--- config.mk ---
export PLATFORM = sky130hd
export DESIGN_NAME = layer_store_ctrl
export DESIGN_NICKNAME = d
export VERILOG_FILES = /design/src/rtl/layer_store_pkg.sv /design/src/rtl/region_store_fsm.sv /design/src/rtl/layer_store_ctrl.sv
export SDC_FILE = /design/constraint.sdc
export NUM_CORES = 1
export LEC_CHECK = 0
export CORE_MARGIN = 4
export CORE_UTILIZATION = 51
export DETAILED_ROUTE_END_ITERATION = 16
export GPL_TIMING_DRIVEN = 0
export PLACE_DENSITY = 0.79
export SETUP_SLACK_MARGIN = 0.05
export SLEW_MARGIN = 20
export SYNTH_ARGS = -nofsm -noshare
export SYNTH_HDL_FRONTEND = slang
export SYNTH_SLANG_ARGS = --single-unit
--- constraint.sdc ---
create_clock -name clk -period 3.7 [get_ports clk]
set_clock_uncertainty 0.1 [all_clocks]
set_input_delay 0.37 -clock clk [delete_from_list [all_inputs] [get_ports clk]]
set_output_delay 0.37 -clock clk [all_outputs]
set_load 0.05 [all_outputs]
--- src/rtl/layer_store_pkg.sv ---
// rtl/layer_store_pkg.sv - region tags, store FSM states and default per-layer word counts
package layer_store_pkg;

    localparam logic [3:0] TAG_PIXEL  = 4'b0100;
    localparam logic [3:0] TAG_WEIGHT = 4'b1000;
    localparam logic [3:0] TAG_BIAS   = 4'b1001;
    localparam logic [3:0] TAG_INTR   = 4'b0010;

    typedef enum logic [1:0] {
        S_IDLE   = 2'd0,
        S_STORE  = 2'd1,
        S_FINISH = 2'd2
    } store_state_t;

    // Layer i occupies bits [16*i +: 16]
    localparam logic [63:0] DEF_WEIGHT_NUM = {16'd4608, 16'd2304, 16'd1152, 16'd216};
    localparam logic [63:0] DEF_BIAS_NUM   = {16'd64, 16'd32, 16'd16, 16'd8};

endpackage

--- src/rtl/region_store_fsm.sv ---
// rtl/region_store_fsm.sv - one region's layer fill FSM with contiguous addressing and registered write port
module region_store_fsm
    import layer_store_pkg::*;
#(
    parameter int                     DATA_W  = 16,
    parameter int                     ADDR_W  = 16,
    parameter int                     N_LAYER = 4,
    parameter logic [16*N_LAYER-1:0]  COUNTS  = {N_LAYER{16'd1}},
    localparam int                    SEL_W   = (N_LAYER > 1) ? $clog2(N_LAYER) : 1
) (
    input  logic               clk,
    input  logic               rst,
    input  logic               clr,
    input  logic               beat,
    input  logic [DATA_W-1:0]  beat_data,
    output logic               wr,
    output logic [ADDR_W-1:0]  addr,
    output logic [DATA_W-1:0]  data,
    output logic [SEL_W-1:0]   layer_sel,
    output logic [N_LAYER-1:0] layer_done,
    output logic               overflow
);

    function automatic longint total_count();
        longint t = 0;
        for (int i = 0; i < N_LAYER; i++) t += longint'(COUNTS[16*i +: 16]);
        return t;
    endfunction

    localparam longint TOTAL = total_count();

    if (TOTAL > (longint'(1) << ADDR_W)) begin : g_size_chk
        $error("region_store_fsm: total word count exceeds address space");
    end
    for (genvar g = 0; g < N_LAYER; g++) begin : g_cnt_chk
        if (COUNTS[16*g +: 16] == 16'd0) begin : g_zero
            $error("region_store_fsm: layer word count of zero");
        end
    end

    store_state_t      state;
    logic [15:0]       count;
    logic [15:0]       cur_n;
    logic [ADDR_W-1:0] layer_base;
    logic              last_word;
    logic              last_layer;

    always_comb begin
        cur_n = COUNTS[15:0];
        for (int i = 0; i < N_LAYER; i++) begin
            if (layer_sel == SEL_W'(i)) cur_n = COUNTS[16*i +: 16];
        end
    end

    assign last_word  = (count == cur_n - 16'd1);
    assign last_layer = (layer_sel == SEL_W'(N_LAYER - 1));

    always_ff @(posedge clk) begin
        if (rst || clr) begin
            state      <= S_IDLE;
            count      <= '0;
            layer_sel  <= '0;
            layer_base <= '0;
            wr         <= 1'b0;
            addr       <= '0;
            data       <= '0;
            layer_done <= '0;
            overflow   <= 1'b0;
        end else begin
            wr   <= 1'b0;
            addr <= '0;
            data <= '0;
            if (beat) begin
                if (state == S_FINISH) begin
                    overflow <= 1'b1;
                end else begin
                    wr   <= 1'b1;
                    addr <= layer_base + ADDR_W'(count);
                    data <= beat_data;
                    if (last_word) begin
                        // Done flag rises together with the registered write of the layer's last word
                        layer_done <= layer_done | (N_LAYER'(1) << layer_sel);
                        count      <= '0;
                        if (last_layer) begin
                            state <= S_FINISH;
                        end else begin
                            state      <= S_STORE;
                            layer_sel  <= layer_sel + SEL_W'(1);
                            layer_base <= layer_base + ADDR_W'(cur_n);
                        end
                    end else begin
                        state <= S_STORE;
                        count <= count + 16'd1;
                    end
                end
            end
        end
    end

endmodule

--- src/rtl/layer_store_ctrl.sv ---
// rtl/layer_store_ctrl.sv - decodes bus beats into pixel/weight/bias stores; LAYER_STORE_SOFT_RESTART_EN enables tag-2 restart
module layer_store_ctrl
    import layer_store_pkg::*;
#(
    parameter int                     DATA_W     = 16,
    parameter int                     ADDR_W     = 16,
    parameter int                     N_LAYER    = 4,
    parameter int                     PIXEL_NUM  = 3072,
    parameter logic [16*N_LAYER-1:0]  WEIGHT_NUM = DEF_WEIGHT_NUM,
    parameter logic [16*N_LAYER-1:0]  BIAS_NUM   = DEF_BIAS_NUM
) (
    input  logic                       clk,
    input  logic                       rst,
    input  logic                       wvalid,
    input  logic [31:0]                awaddr,
    input  logic [31:0]                wdata,
    output logic                       pixel_wr,
    output logic [ADDR_W-1:0]          pixel_addr,
    output logic [DATA_W-1:0]          pixel_data,
    output logic                       pixel_store_done,
    output logic                       weight_wr,
    output logic [ADDR_W-1:0]          weight_addr,
    output logic [DATA_W-1:0]          weight_data,
    output logic [$clog2(N_LAYER)-1:0] weight_layer_sel,
    output logic [N_LAYER-1:0]         weight_layer_done,
    output logic                       bias_wr,
    output logic [ADDR_W-1:0]          bias_addr,
    output logic [DATA_W-1:0]          bias_data,
    output logic [$clog2(N_LAYER)-1:0] bias_layer_sel,
    output logic [N_LAYER-1:0]         bias_layer_done,
    output logic                       all_store_done,
    output logic                       store_err
);

    logic [3:0]  tag;
    logic        pix_beat;
    logic        wgt_beat;
    logic        bia_beat;
    logic        soft_clr;
    logic        pix_err;
    logic        wgt_err;
    logic        bia_err;
    logic        pix_sel_unused;
    logic        unused_bits;

    assign tag      = awaddr[31:28];
    assign pix_beat = wvalid && (tag == TAG_PIXEL);
    assign wgt_beat = wvalid && (tag == TAG_WEIGHT);
    assign bia_beat = wvalid && (tag == TAG_BIAS);

`ifdef LAYER_STORE_SOFT_RESTART_EN
    assign soft_clr = wvalid && (tag == TAG_INTR);
`else
    assign soft_clr = 1'b0;
`endif

    assign unused_bits = &{1'b0, awaddr[27:0], wdata[31:DATA_W]};

    region_store_fsm #(
        .DATA_W (DATA_W), .ADDR_W (ADDR_W), .N_LAYER (1), .COUNTS (16'(PIXEL_NUM))
    ) u_pixel (
        .clk (clk), .rst (rst), .clr (soft_clr), .beat (pix_beat),
        .beat_data (wdata[DATA_W-1:0]),
        .wr (pixel_wr), .addr (pixel_addr), .data (pixel_data),
        .layer_sel (pix_sel_unused), .layer_done (pixel_store_done), .overflow (pix_err)
    );

    region_store_fsm #(
        .DATA_W (DATA_W), .ADDR_W (ADDR_W), .N_LAYER (N_LAYER), .COUNTS (WEIGHT_NUM)
    ) u_weight (
        .clk (clk), .rst (rst), .clr (soft_clr), .beat (wgt_beat),
        .beat_data (wdata[DATA_W-1:0]),
        .wr (weight_wr), .addr (weight_addr), .data (weight_data),
        .layer_sel (weight_layer_sel), .layer_done (weight_layer_done), .overflow (wgt_err)
    );

    region_store_fsm #(
        .DATA_W (DATA_W), .ADDR_W (ADDR_W), .N_LAYER (N_LAYER), .COUNTS (BIAS_NUM)
    ) u_bias (
        .clk (clk), .rst (rst), .clr (soft_clr), .beat (bia_beat),
        .beat_data (wdata[DATA_W-1:0]),
        .wr (bias_wr), .addr (bias_addr), .data (bias_data),
        .layer_sel (bias_layer_sel), .layer_done (bias_layer_done), .overflow (bia_err)
    );

    assign store_err      = pix_err | wgt_err | bia_err;
    assign all_store_done = pixel_store_done & (&weight_layer_done) & (&bias_layer_done);

endmodule

==> metrics list <==
- Most numerous cell in the Yosys netlist: dfxtp_1
- Effective utilization at floorplan: between 50% and 60%
* Non-filler cells, final: 1287
* Fraction of layout instances using a drive strength above 1: approximately 4.7%
- Slowest CP cell: a211oi_1
- The via count of the first global-routing pass is 6616.
* Crit-path most repeated cell: clkbuf_1
- Post-synthesis cell type with the largest combined area: dfxtp_1
- In the synthesized netlist, the number of instances is 904.
- Adding up every negative setup slack in the final design gives 0 ps.
* Clock root buffer: clkbuf_16
- Leakage power figure: 0.004159 uW
- For this run, design rule violations remaining after detail routing come to 0.
- Once detail routing completed, the nets flagged for antenna violations numbered 0.
- Synth unique cells: 62
- Walking the worst path, the cells encountered are inv_1 > ha_1 > or4_1 > a211oi_1 > or2_2 > clkbuf_1 > clkbuf_1 > nor2_1.
- In this run the mean area of a mapped cell was 9.277 um^2.
- The wire-length estimate of the detail-placed layout is ~15 mm.
- Clock-pin transition on the worst setup and hold timing paths: around 70 ps
* Number of synthesized flops with an enable pin: 0
- Synthesized Nets: 1024
- Initial antenna violation count: 0
* Post-synthesis sequential area ratio: 46.55%
* Number of max-slew violations in the final report: 0
* Count of pins on the block boundary: around 180
* Max-cap viol count: 0
* # port buffers: 135
- For this run, the top clock speed supported by timing is 299.6 MHz.
- Once the clock tree was built, the setup fixing pass inserted 0 buffers.
- In this run the most critical hold path is launched from u_weight.overflow.
* Number of nets in the finished design: about 1200
* Worst setup EP type: register
* Worst setup SP type: register
- At the pin with the least slew margin, the transition time is 979.8 ps.
- For the worst flop-to-flop path, the logic depth is 8.
- Outcome: completed
* Standard-cell row count: 46
- Fraction of the cycle the final worst path needs: 90.20%
- Drt pass-1 iters: 6
* CTS Buf Count: 17
- The final hold violation count is 0.
- After synthesis, the largest area contributor takes up 46.55% of total cell area.
* Hold buffer count at cts: 0
- By area the synthesized netlist is led by dfxtp_1 47%, ha_1 7.5%, and2_1 5.7%.
* Final Wtd Congestion: 0.9068
- Among all flip-flop cells after synthesis, the most frequent one is dfxtp_1.
* Count of routing violations after the opening detailed-route iteration: between 400 and 500
- Pin count of the biggest net entering global routing: 20
- For this run, the share of the core covered by cells in the final layout is 66.41%.
- In the final routed layout, each cell accounts on average for 15.29 um.
- Worst ir drop on vdd: 0.0003386 V
- The path with the worst hold slack has its endpoint at u_weight.overflow.
- Area of the mapped netlist: roughly 0.0084 mm^2
- Synth-to-layout area growth: 26.69%
- Slack of the worst reg-to-reg path: 360 ps
* Cell depth of the worst min-delay path: 2
* Worst endpoint data arrival time: 3550 ps
* Yosys Warn Count: 0
- H-tree depth reported by CTS: 4
- For the worst setup path, the data required time is 3910 ps.
* Highest cell delay on the worst timing path: 720 ps
* Start of the worst register-to-register path: u_bias.layer_sel[0]
- By count the netlist is led by 195 x dfxtp_1, 120 x nor2_1, 76 x and2_1.
- Die area: 0.01856 mm^2
- Floorplan core area: 0.01600 mm^2
- Critical path class: register to register
* Buffer levels on the longest clock path: 2
* Diodes inserted: 0
- Largest driver fanout on the critical path: 10
- The routed layout has 6774 vias.
* RSZ-0062 raised after global routing: no
- After routing the design area is 0.01063 mm^2.
- Once placement completed, the tool counted placed cells totaling 1255.
* Min-delay worst type: register to register
* Endpoint of the most critical register-to-register path: u_bias.count[9]
- The clock reaches the later pin of the worst-skew pair after roughly 440 ps.
- Worst relative slew slack: 32.99%
- The die is 136.2 um wide.
- Placed cell area: 0.01001 mm^2
* Fraction of registers with async set/reset: 0%
* Die span in y: 136.2 um
- Final count of negative-setup-slack endpoints: 0
- Total number of clock tree sinks: 195
- Power spread over the standard cell area amounts to approximately 380 mW/mm^2.
- The routed design could run at a clock period as short as 3337 ps.
* CP startpoint: u_bias.layer_sel[0]
- Aggregate global routing overflow: 0
- Final wirelength: 19.68 mm
- For this run, the total global-route usage over all layers was measured as 21.62%.
- TritonCTS built the clock tree.
* Via density: about 5.3
- Wire length of the first global-routing pass: ~32 mm
- Gates resized during post-CTS repair numbered 0.
* Flip-flop and latch count after synthesis: 195
## stage by stage
| stage | hold slack (ps) | worst slack, ps | power (uW) |
|---|---|---|---|
| finish | 374.2 | 362.6 | 4041 |
| global route | 403.1 | 88.04 | 4168 |
| CTS | 380.7 | 254.2 | 4084 |
| detailed placement | 366.4 | 157.4 | 2247 |
| global placement | 351.0 | 282.7 | 2245 |
| floorplan | 330.2 | 607.5 | 2196 |
## worst max-delay path, delay by kind of cell, from the launching register on
kind	cells	cell delay, ps
compound gates	1	720
buf+inv	3	810
fa+ha+maj	1	270
simple gates	3	860
flops	1	430
## worst max-delay path by stage
stage	endpoint	depth (start not counted)	slack, ps
final	u_bias.count[9]	8	360
after global routing	u_bias.count[3]	8	90
after CTS	u_weight.count[10]	10	250
after detailed placement	u_bias.count[8]	8	160
after global placement	u_bias.count[9]	8	280
after floorplan	u_weight.count[0]	10	610
## power by group
group	internal, uW	switching, uW
clock	984	859
sequential	2100	2.34
combinational	37.6	56.5
total	3120	918
## per-layer routing
layer  share of wire [%]  global-route usage, %  routed length [um]  vias to the layer above
met5                   0                      0                   0                        -
met4                0.98                  5.263                 192                        0
met3                 7.1                  5.774                1390                       14
met2                  46                  35.75                9140                      216
met1                  46                  28.27                8954                     3146
li1                    -                      -                   -                     3398
## final cells by class
type | instances | area, um^2
repair buffers | 135 | 1351
plain buffers | 30 | 121.4
clock inverters | 14 | 162.7
flip-flops and latches | 195 | 3904
well taps | 216 | 270.3
clock buffers | 18 | 439.2
multi-input cells | 649 | 4264
inverters | 30 | 112.6
fillers | 1341 | 5375
## kinds of logic after synthesis
| logic type | share of synthesized area (%) |
|---|---|
| and+or+nand+nor | 23.90 |
| DFF | 46.55 |
| AOI/OAI and AO/OA | 9.459 |
| xor gates and xnor gates | 8.146 |
| buffers and inverters | 2.790 |
| adders and majority gates | 8.175 |
| muxes | 0.9846 |
## flip-flops by register name (all words and copies together) (netlist names), 4 cells and up
register,flops
u_bias.addr,16
u_bias.count,16
u_bias.data,16
u_bias.layer_base,13
u_bias.layer_done,4
u_pixel.addr,16
u_pixel.count,16
u_pixel.data,16
u_weight.addr,16
u_weight.count,16
u_weight.data,16
u_weight.layer_base,13
u_weight.layer_done,4
## layout by cell type (no fill, tap or decap), drive strengths merged, types with 14 or more instances in the layout
| master | synthesis | routed |
|---|---|---|
| or3 | 15 | 15 |
| nand3 | 26 | 26 |
| nor3 | 15 | 15 |
| dfxtp | 195 | 195 |
| inv | 30 | 38 |
| xnor2 | 34 | 34 |
| and3 | 14 | 14 |
| and2 | 76 | 76 |
| xor2 | 44 | 44 |
| clkdlybuf4s50 | 0 | 135 |
| a21oi | 57 | 57 |
| nand4 | 17 | 17 |
| clkbuf | 24 | 42 |
| o21ai | 21 | 21 |
| ha | 50 | 50 |
| nand2 | 45 | 45 |
| nor2 | 120 | 120 |
Note: power is estimated with default switching activity, not from simulation.
